[config.mk]
export PLATFORM = sky130hd
export DESIGN_NAME = jump_redirect
export DESIGN_NICKNAME = d
export VERILOG_FILES = /design/src/rtl/jump_redirect_pkg.sv /design/src/rtl/jump_target_calc.sv /design/src/rtl/jump_redirect.sv
export SDC_FILE = /design/constraint.sdc
export NUM_CORES = 1
export LEC_CHECK = 0
export BUFFER_PORTS_ARGS = -buffer_cell sky130_fd_sc_hd__buf_2
export CORE_MARGIN = 4
export CORE_UTILIZATION = 50
export CTS_BUF_LIST = sky130_fd_sc_hd__clkbuf_2
export CTS_CLUSTER_SIZE = 10
export DETAILED_ROUTE_END_ITERATION = 8
export GPL_TIMING_DRIVEN = 0
export HOLD_SLACK_MARGIN = 0.03
export PLACE_DENSITY = 0.77
export SETUP_SLACK_MARGIN = 0.4
export SKIP_LAST_GASP = 1
export SYNTH_ARGS = -nofsm -noshare
export SYNTH_HDL_FRONTEND = slang
export SYNTH_SLANG_ARGS = --single-unit
export TNS_END_PERCENT = 20
[constraint.sdc]
create_clock -name clk -period 4.63 [get_ports clk]
set_input_delay 0.926 -clock clk [delete_from_list [all_inputs] [get_ports clk]]
set_output_delay 0.926 -clock clk [all_outputs]
set_load 0.05 [all_outputs]
[src/rtl/jump_redirect_pkg.sv]
// jump_redirect_pkg: shared widths, jump-kind and FSM state encodings for the redirect unit.
package jump_redirect_pkg;
    localparam int XLEN = 32;
    localparam int OPLEN = 7;
    localparam int STAT_W = 32;
    typedef enum logic [1:0] {JK_NONE = 2'b00, JK_BR = 2'b01, JK_JAL = 2'b10, JK_JALR = 2'b11} jump_kind_t;
    typedef enum logic [1:0] {S_IDLE = 2'b00, S_REDIRECT = 2'b01, S_FLUSH = 2'b10} state_t;
    function automatic logic [STAT_W-1:0] sat_inc(input logic [STAT_W-1:0] v);
        return &v ? v : v + 1'b1;
    endfunction
endpackage

[src/rtl/jump_target_calc.sv]
// jump_target_calc: combinational jump target (PC- or rs1-relative, JALR bit 0 cleared) and misalign detect.
module jump_target_calc #(
    parameter int XLEN = jump_redirect_pkg::XLEN
) (
    input  logic [1:0]      jump_kind,
    input  logic [XLEN-1:0] pc,
    input  logic [XLEN-1:0] imm,
    input  logic [XLEN-1:0] rs1data,
    output logic [XLEN-1:0] target,
    output logic            misalign
);
    import jump_redirect_pkg::*;
    logic [XLEN-1:0] jalr_sum;
    assign jalr_sum = rs1data + imm;
    assign target = (jump_kind == JK_JALR) ? {jalr_sum[XLEN-1:1], 1'b0} : pc + imm;
    assign misalign = |target[1:0];
endmodule

[src/rtl/jump_redirect.sv]
// jump_redirect: registers a fetch redirect with valid/ready, flushes wrong path, flags misaligned targets (JUMP_STAT_EN adds stat counters).
module jump_redirect #(
    parameter int XLEN = jump_redirect_pkg::XLEN,
    parameter int FLUSH_CYC = 2
) (
    input  logic            clk,
    input  logic            rst_n,
    input  logic            valid_de,
    input  logic [1:0]      jump_kind_de,
    input  logic            jump_state_pre,
    input  logic [XLEN-1:0] pc_de,
    input  logic [XLEN-1:0] imm_de,
    input  logic [XLEN-1:0] rs1data_de,
    input  logic            redirect_ready,
    output logic            redirect_valid,
    output logic [XLEN-1:0] redirect_pc,
    output logic            flush,
    output logic            stall_de,
    output logic            misalign_exc,
    output logic [XLEN-1:0] misalign_addr
`ifdef JUMP_STAT_EN
    ,
    output logic [31:0]     stat_taken,
    output logic [31:0]     stat_not_taken,
    output logic [31:0]     stat_misalign
`endif
);
    import jump_redirect_pkg::*;
    logic [XLEN-1:0] target;
    logic misalign, eval, take;
    state_t state;
    logic [2:0] cnt;
    assign eval = valid_de && (jump_kind_de != JK_NONE);
    // an unknown comparator result must never redirect
    assign take = eval && (jump_state_pre === 1'b1);
    jump_target_calc #(.XLEN(XLEN)) u_calc (
        .jump_kind(jump_kind_de),
        .pc(pc_de),
        .imm(imm_de),
        .rs1data(rs1data_de),
        .target(target),
        .misalign(misalign)
    );
    always_ff @(posedge clk) begin
        if (!rst_n) begin
            state <= S_IDLE;
            cnt <= '0;
            redirect_valid <= 1'b0;
            redirect_pc <= '0;
            flush <= 1'b0;
            stall_de <= 1'b0;
            misalign_exc <= 1'b0;
            misalign_addr <= '0;
        end else begin
            misalign_exc <= 1'b0;
            case (state)
                S_IDLE: begin
                    if (take && misalign) begin
                        misalign_exc <= 1'b1;
                        misalign_addr <= target;
                    end else if (take) begin
                        redirect_pc <= target;
                        redirect_valid <= 1'b1;
                        flush <= 1'b1;
                        stall_de <= 1'b1;
                        state <= S_REDIRECT;
                    end
                end
                S_REDIRECT: begin
                    if (redirect_ready) begin
                        redirect_valid <= 1'b0;
                        stall_de <= 1'b0;
                        cnt <= 3'(FLUSH_CYC);
                        state <= S_FLUSH;
                    end
                end
                S_FLUSH: begin
                    cnt <= (cnt == 3'd1) ? 3'd0 : cnt - 3'd1;
                    flush <= (cnt != 3'd1);
                    state <= (cnt == 3'd1) ? S_IDLE : S_FLUSH;
                end
                default: state <= S_IDLE;
            endcase
        end
    end
`ifdef JUMP_STAT_EN
    always_ff @(posedge clk) begin
        if (!rst_n) begin
            stat_taken <= '0;
            stat_not_taken <= '0;
            stat_misalign <= '0;
        end else if (state == S_IDLE && eval) begin
            stat_taken <= take ? sat_inc(stat_taken) : stat_taken;
            stat_not_taken <= take ? stat_not_taken : sat_inc(stat_not_taken);
            stat_misalign <= (take && misalign) ? sat_inc(stat_misalign) : stat_misalign;
        end
    end
`endif
endmodule

==> impl_metrics.csv <==
group,metric,value,unit
run_status,outcome,"completed",
yosys,synth_area_per_cell,7.51,um^2
placed_design,dpl_cell_area,0.00734,mm^2
global_route,top_usage_layer,"met2",
floorplanning,die_area,0.0144,mm^2
yosys,synthAdderAreaFrac,13.2,%
route,dr.pass1.iters,5,
power_and_ir_drop,switching_share,43.2,%
global_route,grt_pass1_vias,6334,
floorplanning,die_x,120,um
placed_design,gp_congestion,0.982,
sta,hold_viol,0,
clock_tree,htree_levels,3,
power_and_ir_drop,p_per_area,260,mW/mm^2
setup_path,r2r_slack,1.95,ns
sta,fmax,288,MHz
finish,design_area,0.00745,mm^2
route,drc,0,
setup_path,critPathArrivalTime,3.84,ns
power_and_ir_drop,intPower,1.10,mW
power_and_ir_drop,p_leak,3.41,nW
power_and_ir_drop,pwr-share-clk,17.6,%
finish,final_cells,1190,
global_route,grt_pass1_wl,32100,um
clock_tree,clkLatencyLatePin,0.49,ns
sta,setup_viol,0,
floorplanning,row_count,40,
sta,worst_pin_slew,0.693,ns
yosys,synth_flop_cell,"dfxtp_1",
clock_tree,cts.path.max_buffers,2,
sta,fin_worst_skew,0.0109,ns
global_route,grtUsageMet2,44.5,%
yosys,synth_top_family_by_area,"compound AO/OA/AOI/OAI gates",
clock_tree,clock_sinks,72,
yosys,synth_xor_area_share,6.28,%
finish,final_cell_mix,"172 x buf_2, 92 x a21oi_1, 86 x nor2_1",
clock_tree,cts_root_buf,"clkbuf_2",
placed_design,dp.cells,1174,
power_and_ir_drop,power.switching,838,uW
placed_design,pre_cts_ws,0.702,ns
finish,nNetsFinal,1185,
global_route,use_met1,38.5,%
yosys,ys_seq_elements,72,
power_and_ir_drop,comb_power_share,47.3,%
sta,maxSlewViolCount,0,
global_route,grt.total_usage,27.3,%
setup_path,path_max_fanout,4,
placed_design,numPortBuffers,170,
floorplanning,ios,171,
clock_tree,cts_buffers,9,
sta,layout_min_cycle_time,3.47,ns
yosys,syn_area,0.00628,mm^2
yosys,muxShareOfSynthArea,1.77,%
sta,rsz0062_at_grt,"false",
route,final_antenna_net_count,0,
sta,setup_tns,0,ns
sta,timing.final.ws_setup,1.16,ns
clock_tree,cts_setup_buffers,0,
floorplanning,die_height,120,um
yosys,yosysSeqAreaShare,23.0,%
route,avgViaCountPerCell,5.85,
floorplanning,initial_utilization,51.6,%
clock_tree,cts_tree,"done",
global_route,grt_max_degree,13,
route,drt_iter0_markers,577,
finish,drive_gt1_share,19.6,%
floorplanning,core,0.0122,mm^2
yosys,syn_inst,836,
placed_design,hpwl,16600,um
clock_tree,ctsResizeCount,0,
power_and_ir_drop,seqPwrFrac,35.1,%
global_route,grt_use_met3,3.49,%
route,wl,20200,um
clock_tree,path_clk_slew,0.20,ns
sta,slew_headroom,53.2,%
yosys,synth_compound_area_share,32.3,%
yosys,synth_edf_count,0,
setup_path,worstSetupEndpointType,"flip-flop",
finish,layout_commonest_cell,"buf_2",
yosys,yosysUniqueCellTypes,72,
yosys,yosys_warnings,0,
sta,post-route-period-util,74.9,%
sta,hold_ws,0.466,ns
global_route,grt_overflow_total,0,
clock_tree,hold_buffers,0,
setup_path,path_class,"input port to flip-flop",
worst_hold_path,hold_path.class,"flip-flop to flip-flop",
route,post_drt_wl_per_cell,17.0,um
finish,nFillCells,1182,
setup_path,cp_data_required_time,5.00,ns
finish,syn_to_final_growth,18.7,%
setup_path,worst_setup_path_start_kind,"input port",
yosys,synthSimpleGateAreaFrac,19.8,%
global_route,antenna_found_initial,0,
finish,diodes,0,
route,num_vias,6966,
power_and_ir_drop,irDropWorstVdd,0.000154,V
yosys,synth_nets,1004,
yosys,synth_async_sr_flop_share,0,%
job,cap_violations,0,
worst max-delay path, stage by stage:
cell	delay, ns
buf_2	0.11
and2_1	0.16
fa_1	0.39
a21o_1	0.24
a221o_1	0.41
a311o_1	0.36
a2111o_1	0.45
a31oi_1	0.21
xor2_1	0.27
nor2_1	0.08
a21oi_2	0.15
a21oi_1	0.08
cell families (layout without fill, tap and decap cells):
logic type / Yosys count / after routing
flip-flops: 72 / 72
AO/OA/AOI/OAI: 315 / 315
XOR/XNOR: 45 / 45
AND/OR/NAND/NOR: 268 / 268
adder cells (fa/ha/maj): 65 / 65
multiplexers: 11 / 11
buffers and inverters: 60 / 246
power groups by stage:
stage / clock network (mW) / logic, mW / registers, mW
after CTS: 0.344 / 0.905 / 0.679
after global placement: 0 / 0.894 / 0.692
after floorplan: 0 / 0.528 / 0.811
final: 0.341 / 0.918 / 0.680
after global routing: 0.377 / 1.00 / 0.684
after detailed placement: 0 / 0.900 / 0.692
synth_stat cells (3+ instances only):
library cell  count  share of area [%]
a21oi_1          92                7.3
nor2_1           86                5.1
nand2_1          81                4.8
dfxtp_1          72                 23
ha_1             63                 13
o21ai_0          52                4.1
a211oi_1         41                4.9
clkbuf_1         35                2.1
a21o_1           27                3.2
xnor2_1          26                3.6
xor2_1           19                2.7
o21ai_1          18                1.4
inv_1            17                1.0
nand3_1          17                1.4
nor3_1           14                1.1
a31oi_1          12                1.2
and3_1           12                1.2
nor2b_1          11                1.1
mux2i_1          10                1.6
o211ai_1          9                1.1
o21bai_1          9                1.1
nand2b_1          8               0.80
and2_1            7               0.70
nand4_1           7               0.70
or3_1             6               0.60
nand3b_1          5               0.60
o21a_1            5               0.60
a21oi_2           4               0.56
nor3b_1           4               0.48
o31ai_1           4               0.48
a211o_1           3               0.42
a311oi_1          3               0.42
buf_1             3               0.18
nor4_1            3               0.30
sequential cells by signal, indices dropped and copies added (netlist names):
signal and count:
stall_de 1, flush 1, cnt 3, misalign_exc 1
misalign_addr 32, redirect_pc 32, state 2
metrics by stage:
step / utilization [%] / power [mW]
floorplan: - / 1.34
global placement: 60.3 / 1.59
detailed placement: 60.3 / 1.59
CTS: 61.2 / 1.93
global route: 61.2 / 2.06
finish: 61.2 / 1.94
cell type report:
class	count	area, um^2	share of cell area [%]
Clock inverter	6	60.1	0.806
Buffer	41	160	2.15
Inverter	19	71.3	0.958
Multi-Input combinational cell	704	4600	61.8
Clock buffer	10	50.0	0.672
Sequential cell	72	1440	19.4
Tap cell	168	210	2.82
Timing Repair Buffer	170	851	11.4
metal layers:
layer / vias to the layer above / share of wire [%]
met3: 24 / 7.4
met4: 0 / 1.7
met2: 285 / 46
met5: - / 0
met1: 3187 / 45
li1: 3470 / -
final timing paths:
path         cells after the start                 to           start
max                             12  misalign_addr[18]       imm_de[0]
min                              2     redirect_pc[8]  redirect_pc[8]
max reg2reg                      8  misalign_addr[23]        state[0]
min reg2reg                      2     redirect_pc[8]  redirect_pc[8]
No activity file was read; power rests on OpenSTA's default activity.
